<file path="src/rtl/sys_gpio_mm_initiator.sv">
// sys_gpio_mm_initiator: Avalon-MM initiator that sequences queued register
// commands onto a PIO-style GPIO responder and returns read data.
//
// Ports:
//   clk, reset                      clock, asynchronous active-high reset
//   cmd_valid/cmd_ready             command push handshake into the FIFO
//   cmd_write, cmd_addr, cmd_wdata  command fields (1 = write, 0 = read)
//   rsp_valid, rsp_data             one-cycle read-response pulse, data held
//   busy                            FIFO non-empty or bus transaction active
//   avm_*                           registered Avalon-MM initiator signals
//   gpio_irq                        responder interrupt input
//   evt_valid, evt_data             IRQ-service event pulse and snapshot
//
// Optional feature macro: SYS_GPIO_IRQ_SVC_EN. When defined, a pending
// gpio_irq in IDLE pre-empts the FIFO: read address 0, report it on evt_*,
// then write 0 to the IRQ mask at address 2. When undefined, gpio_irq is
// ignored and evt_* are tied to 0.
module sys_gpio_mm_initiator #(
    parameter int ADDR_W     = 2,
    parameter int DATA_W     = 32,
    parameter int FIFO_DEPTH = 4,
    parameter int RD_LATENCY = 1
) (
    input  logic              clk,
    input  logic              reset,
    input  logic              cmd_valid,
    output logic              cmd_ready,
    input  logic              cmd_write,
    input  logic [ADDR_W-1:0] cmd_addr,
    input  logic [DATA_W-1:0] cmd_wdata,
    output logic              rsp_valid,
    output logic [DATA_W-1:0] rsp_data,
    output logic              busy,
    output logic [ADDR_W-1:0] avm_address,
    output logic              avm_chipselect,
    output logic              avm_write_n,
    output logic [DATA_W-1:0] avm_writedata,
    input  logic [DATA_W-1:0] avm_readdata,
    input  logic              gpio_irq,
    output logic              evt_valid,
    output logic [DATA_W-1:0] evt_data
);
    localparam int PW = $clog2(FIFO_DEPTH);
    localparam int EW = 1 + ADDR_W + DATA_W;

    typedef enum logic [2:0] {
        IDLE,
        WR,
        RD_ADDR,
        RD_WAIT
`ifdef SYS_GPIO_IRQ_SVC_EN
        , SVC_RD,
        SVC_WAIT,
        SVC_WR
`endif
    } state_t;

    state_t          state;
    logic [EW-1:0]   fifo [FIFO_DEPTH];
    logic [EW-1:0]   head;
    logic [PW:0]     wptr, rptr;
    logic            empty, full, push, pop, svc_req, rd_done;
    logic [1:0]      cnt;

    // Extra pointer MSB distinguishes full from empty when indices match.
    assign empty     = wptr == rptr;
    assign full      = (wptr[PW] != rptr[PW]) && (wptr[PW-1:0] == rptr[PW-1:0]);
    assign cmd_ready = !full;
    assign push      = cmd_valid && !full;
    assign pop       = (state == IDLE) && !empty && !svc_req;
    assign head      = fifo[rptr[PW-1:0]];
    assign busy      = !empty || (state != IDLE);
    assign rd_done   = cnt == 2'(RD_LATENCY - 1);

`ifdef SYS_GPIO_IRQ_SVC_EN
    assign svc_req = gpio_irq;
`else
    logic unused_irq;
    assign svc_req    = 1'b0;
    assign unused_irq = gpio_irq;
    assign evt_valid  = 1'b0;
    assign evt_data   = '0;
`endif

    always_ff @(posedge clk) begin
        if (push) fifo[wptr[PW-1:0]] <= {cmd_write, cmd_addr, cmd_wdata};
    end

    always_ff @(posedge clk or posedge reset) begin
        if (reset) begin
            state          <= IDLE;
            wptr           <= '0;
            rptr           <= '0;
            cnt            <= '0;
            rsp_valid      <= 1'b0;
            rsp_data       <= '0;
            avm_address    <= '0;
            avm_chipselect <= 1'b0;
            avm_write_n    <= 1'b1;
            avm_writedata  <= '0;
`ifdef SYS_GPIO_IRQ_SVC_EN
            evt_valid      <= 1'b0;
            evt_data       <= '0;
`endif
        end else begin
            rsp_valid <= 1'b0;
`ifdef SYS_GPIO_IRQ_SVC_EN
            evt_valid <= 1'b0;
`endif
            if (push) wptr <= wptr + (PW+1)'(1);
            if (pop) rptr <= rptr + (PW+1)'(1);
            case (state)
                IDLE: begin
                    if (svc_req) begin
`ifdef SYS_GPIO_IRQ_SVC_EN
                        avm_address    <= '0;
                        avm_chipselect <= 1'b1;
                        avm_write_n    <= 1'b1;
                        cnt            <= '0;
                        state          <= SVC_RD;
`endif
                    end else if (!empty) begin
                        avm_address    <= head[EW-2:DATA_W];
                        avm_writedata  <= head[DATA_W-1:0];
                        avm_chipselect <= 1'b1;
                        avm_write_n    <= !head[EW-1];
                        cnt            <= '0;
                        state          <= head[EW-1] ? WR : RD_ADDR;
                    end
                end
                WR: begin
                    avm_chipselect <= 1'b0;
                    avm_write_n    <= 1'b1;
                    state          <= IDLE;
                end
                RD_ADDR: begin
                    avm_chipselect <= 1'b0;
                    state          <= RD_WAIT;
                end
                RD_WAIT: begin
                    if (rd_done) begin
                        rsp_data  <= avm_readdata;
                        rsp_valid <= 1'b1;
                        state     <= IDLE;
                    end else begin
                        cnt <= cnt + 2'd1;
                    end
                end
`ifdef SYS_GPIO_IRQ_SVC_EN
                SVC_RD: begin
                    avm_chipselect <= 1'b0;
                    state          <= SVC_WAIT;
                end
                // Snapshot and mask write are issued on the same edge.
                SVC_WAIT: begin
                    if (rd_done) begin
                        evt_data       <= avm_readdata;
                        evt_valid      <= 1'b1;
                        avm_address    <= ADDR_W'(2);
                        avm_writedata  <= '0;
                        avm_chipselect <= 1'b1;
                        avm_write_n    <= 1'b0;
                        state          <= SVC_WR;
                    end else begin
                        cnt <= cnt + 2'd1;
                    end
                end
                SVC_WR: begin
                    avm_chipselect <= 1'b0;
                    avm_write_n    <= 1'b1;
                    state          <= IDLE;
                end
`endif
                default: state <= IDLE;
            endcase
        end
    end
endmodule

</file>
<file path="config.mk">
export PLATFORM = sky130hd
export DESIGN_NAME = sys_gpio_mm_initiator
export DESIGN_NICKNAME = d
export VERILOG_FILES = /design/src/rtl/sys_gpio_mm_initiator.sv
export SDC_FILE = /design/constraint.sdc
export NUM_CORES = 1
export LEC_CHECK = 0
export ABC_AREA = 1
export BUFFER_PORTS_ARGS = -buffer_cell sky130_fd_sc_hd__buf_2
export CAP_MARGIN = 20
export CELL_PAD_IN_SITES_DETAIL_PLACEMENT = 1
export CELL_PAD_IN_SITES_GLOBAL_PLACEMENT = 1
export CORE_ASPECT_RATIO = 1.5
export CORE_MARGIN = 2
export CORE_UTILIZATION = 43
export DETAILED_ROUTE_END_ITERATION = 8
export PLACE_DENSITY_LB_ADDON = 0.1
export SLEW_MARGIN = 20
export SYNTH_ARGS = -nofsm -noshare
export SYNTH_HDL_FRONTEND = slang
export SYNTH_SLANG_ARGS = --single-unit
</file>
<file path="constraint.sdc">
create_clock -name clk -period 3.9 [get_ports clk]
set_input_delay 0.39 -clock clk [delete_from_list [all_inputs] [get_ports clk]]
set_output_delay 0.39 -clock clk [all_outputs]
set_load 0.005 [all_outputs]
</file>
==> metrics list <==
* Dpl ws: 1.09 ns
* Max-cap check violation count: 0
- The largest single stage delay on the critical path is 0.66 ns.
- From synthesis to final layout, the design area changed by 17.8%.
- Sequential fraction of the synthesis area: 70.6%
- Number of input and output port buffers inserted: 140
* Remaining number of nets flagged by the antenna check after routing: 0
- Via density: 5.03
- Detailed Route WL: 20.4 mm
- Cells with a size suffix above 1 make up 21.9% of the layout.
- After clock tree synthesis, the setup repair step added 0 buffers.
* Critical-path maximum fanout: 22
* Global-route track usage on met2: 36.5%
- The number of antenna violations at the first check in global routing came to 2.
- STA classifies the critical path endpoint as a flop.
- Largest family of logic cells by synthesized area: simple AND/OR/NAND/NOR gates
* Part of the cycle the worst path needs: 71.2%
- For this run the aggregate overflow at the end of global routing stands at 0.
- Share of the synthesized area in compound gates (AO/OA/AOI/OAI): 6.43%
- The number of antenna diodes in the final layout is 0.
* Number of buffers between clock root and the deepest sink: 3
* Worst-case register-to-register setup slack: 1.12 ns
* Total global routing track utilization: 19.1%
- Number of buffers added by the clock tree synthesis step: 21
* Parity-gate share of the synthesized area counting xor and xnor cells: 0.571%
- Of the total synthesized cell area, the portion taken by AND, OR, NAND and NOR gates is 14.7%.
- The worst setup path is launched from a flop.
* Post-DP HPWL: 12.9 mm
- Hold Crit Class: in -> async
- Via count of the first global-routing pass: 6325
* Met3 global-route usage: 2.89%
- At the worst endpoint, the arrival time is 2.96 ns.
- Number of nets in the layout: 982
- Worst path cell trace: buf_4 -> inv_1 -> nand2_1 -> nand2_1 -> nand3b_1 -> nand2_2 -> nor2_4 -> buf_4
- The synthesized netlist devotes 1.57% of its cell area to adder and majority cells.
- Entering global routing, the biggest net connects 80 pins.
- Register clock-pin slew on the reported worst setup and hold paths: 0.06 ns
* Number of cells produced by synthesis: 761
- Achievable Freq: 0.360 GHz
- In this run the most used layer during global routing was met2.
- The worst path in the final design needs a cycle of 2.78 ns, including I/O delays and setup.
* Count of hold-fix buffers inserted at cts: 0
- Drt initial violations: 204
- Measured along the y axis, the die boundary spans 179 um.
- The first global-routing pass estimated 32.3 mm of wire.
* DR pass1 iterations: 4
- Placer congestion estimate: 0.706
- Global routing used 22.1% of the available met1 tracks.
* Fin Setup TNS: 0 ns
- Count of different cell masters after synthesis: 29
- Counting flops with a built-in enable in the synthesized netlist gives 140.
- The analysis attributes to cell leakage a power of 4.54 nW.
* X dimension of the die: 121 um
* Unrepaired setup endpoints after global routing: false
- CTS built an H-tree with a depth of 1.
- After floorplanning, the core was divided into 63 placement rows.
- Number of storage elements in the synthesis netlist: 219
- Number of fillers in the final layout: 2175
* Clock net sink count: 219
* Ys flop type: sky130_fd_sc_hd__edfxtp_1
- Core region area: 19900 um^2
- Once the floorplan was initialized, standard cells occupied 44.1% of the core.
* Path type of the worst setup path: reg -> reg
- Post-CTS repair changed the size of 0 cells.
- P per Cell Area: 829 nW/um^2
* Share of cell area taken by muxes after synthesis: 0%
- Total Die Area: 21500 um^2
* Synth Area per Inst: 11.5 um^2
- Clk Tree Root Cell: sky130_fd_sc_hd__clkbuf_16
- The number of failing hold endpoints at the final stage is 0.
- Post-Route Skew: 0.0125 ns
- Max-slew headroom at the worst pin: 47.4%
- Post-synthesis instance area: 8760 um^2
* Ys Warns: 0
- In this run the count of I/O pins placed on the die edge is 175.
* Via Count: 5903
- Critical path's slowest cell: sky130_fd_sc_hd__nor2_4
* Post-synth ARST share: 36.1%
- Insertion delay to the later sink of the worst-skew pair: 0.49 ns
- In the final routed layout, each cell accounts on average for 17.4 um.
- Setup violations remaining at the end of the flow were counted as 0.
- Worst IR Drop VDD: 0.435 mV
- Transition time at the pin with the least slew margin: 0.788 ns
- Result of the run: completed
- Worst path required time: 4.09 ns
- In the routed design, unresolved DRC markers number 0.
* Total count of max-transition violations in the final report: 0
* TritonCTS clock tree: yes
- Worst setup slack after layout: 1.12 ns
## where the power goes
| part | switching (mW) | leakage [nW] | internal, mW |
|---|---|---|---|
| combinational | 1.92 | 1.92 | 0.957 |
| sequential | 0.300 | 2.26 | 3.23 |
| clock | 0.833 | 0.361 | 1.31 |
| total | 3.05 | 4.54 | 5.50 |
## cells by family (layout without fill, tap and decap cells)
logic type | after synthesis | in the layout
and+or+nand+nor | 331 | 331
buffers and inverters | 91 | 212
DFF | 219 | 219
AOI/OAI and AO/OA | 104 | 104
other | 1 | 33
xor gates and xnor gates | 4 | 4
adders and majority gates | 11 | 11
## state kept, by name, indices dropped and copies added (netlist names)
signal and cells:
state 2, rsp_data 32, fifo 140, avm_address 2, avm_write_n 1, rsp_valid 1
cnt 2, avm_writedata 32, wptr 3, rptr 3, avm_chipselect 1
## worst max-delay path: cells and delay by family (launching register included)
family / cells / cell delay (ns)
buf+inv: 3 / 0.66
flops: 1 / 0.60
simple gates: 5 / 1.19
## final timing paths
path / end / cells past startpoint / from
max: fifo[0][25]$_DFFE_PP_ / 8 / rptr[1]$_DFFE_PP0P_
min: rsp_data[10]$_DFFE_PP0P_ / 2 / reset
max reg2reg: fifo[0][25]$_DFFE_PP_ / 8 / rptr[1]$_DFFE_PP0P_
min reg2reg: avm_write_n$_DFFE_PP1P_ / 2 / avm_write_n$_DFFE_PP1P_
max in group asynchronous: rptr[0]$_DFFE_PP0P_ / 2 / reset
min in group clk: rsp_data[1]$_DFFE_PP0P_ / 3 / avm_readdata[1]
## synthesized netlist by cell type (2+ instances only)
cell type	count	share of area, %
sky130_fd_sc_hd__nand3_1	5	0.29
sky130_fd_sc_hd__xnor2_1	2	0.20
sky130_fd_sc_hd__inv_1	20	0.86
sky130_fd_sc_hd__o21ai_0	70	4.0
sky130_fd_sc_hd__buf_2	10	0.57
sky130_fd_sc_hd__dfrtp_1	78	22
sky130_fd_sc_hd__nor2_1	75	3.2
sky130_fd_sc_hd__nand3b_1	3	0.26
sky130_fd_sc_hd__buf_6	5	0.64
sky130_fd_sc_hd__edfxtp_1	140	48
sky130_fd_sc_hd__nand2_1	243	10
sky130_fd_sc_hd__ha_1	11	1.6
sky130_fd_sc_hd__buf_4	37	3.2
sky130_fd_sc_hd__clkbuf_1	14	0.60
sky130_fd_sc_hd__o22ai_1	34	2.4
## cells in the final DEF (no fill, tap or decap), types with 3 or more instances in the layout
master	n
sky130_fd_sc_hd__nor2_1	71
sky130_fd_sc_hd__inv_1	19
sky130_fd_sc_hd__o21ai_0	70
sky130_fd_sc_hd__conb_1	33
sky130_fd_sc_hd__nand3_1	5
sky130_fd_sc_hd__nand3b_1	3
sky130_fd_sc_hd__clkbuf_16	22
sky130_fd_sc_hd__o22ai_1	34
sky130_fd_sc_hd__nand2_1	243
sky130_fd_sc_hd__bufinv_16	4
sky130_fd_sc_hd__clkinv_1	3
sky130_fd_sc_hd__ha_1	11
sky130_fd_sc_hd__buf_2	140
sky130_fd_sc_hd__clkinv_2	5
sky130_fd_sc_hd__nor2_4	4
sky130_fd_sc_hd__clkbuf_1	3
sky130_fd_sc_hd__buf_4	12
sky130_fd_sc_hd__dfrtp_1	77
sky130_fd_sc_hd__edfxtp_1	140
## layer usage
| metal | vias to the layer above | wire length (um) |
|---|---|---|
| li1 | 2761 | - |
| met1 | 2946 | 8280 |
| met2 | 165 | 10800 |
| met3 | 27 | 928 |
| met4 | 4 | 359 |
| met5 | - | 27 |
## stage by stage
step	hold slack [ns]	instances	instance area [um^2]	total power [mW]	utilization, %
after global placement	0.456	1137	9580	6.34	48.2
final	0.0541	1174	10300	8.56	51.9
after global routing	0.101	1174	10300	9.19	51.9
after floorplan	0.442	793	8880	5.47	-
after detailed placement	0.459	1137	9590	6.52	48.3
after CTS	0.0839	1174	10300	8.71	51.9
## cell type report
cell class                      count  area (um^2)  share of cell area [%]
Inverter                           23         96.3                   0.934
Timing Repair Buffer              152          791                    7.67
Sequential cell                   219         6180                    59.9
Tap cell                          260          325                    3.15
Clock inverter                     11          153                    1.48
Clock buffer                       26          576                    5.58
Multi-Input combinational cell    483         2190                    21.2
(Power assumes the default switching activity.)
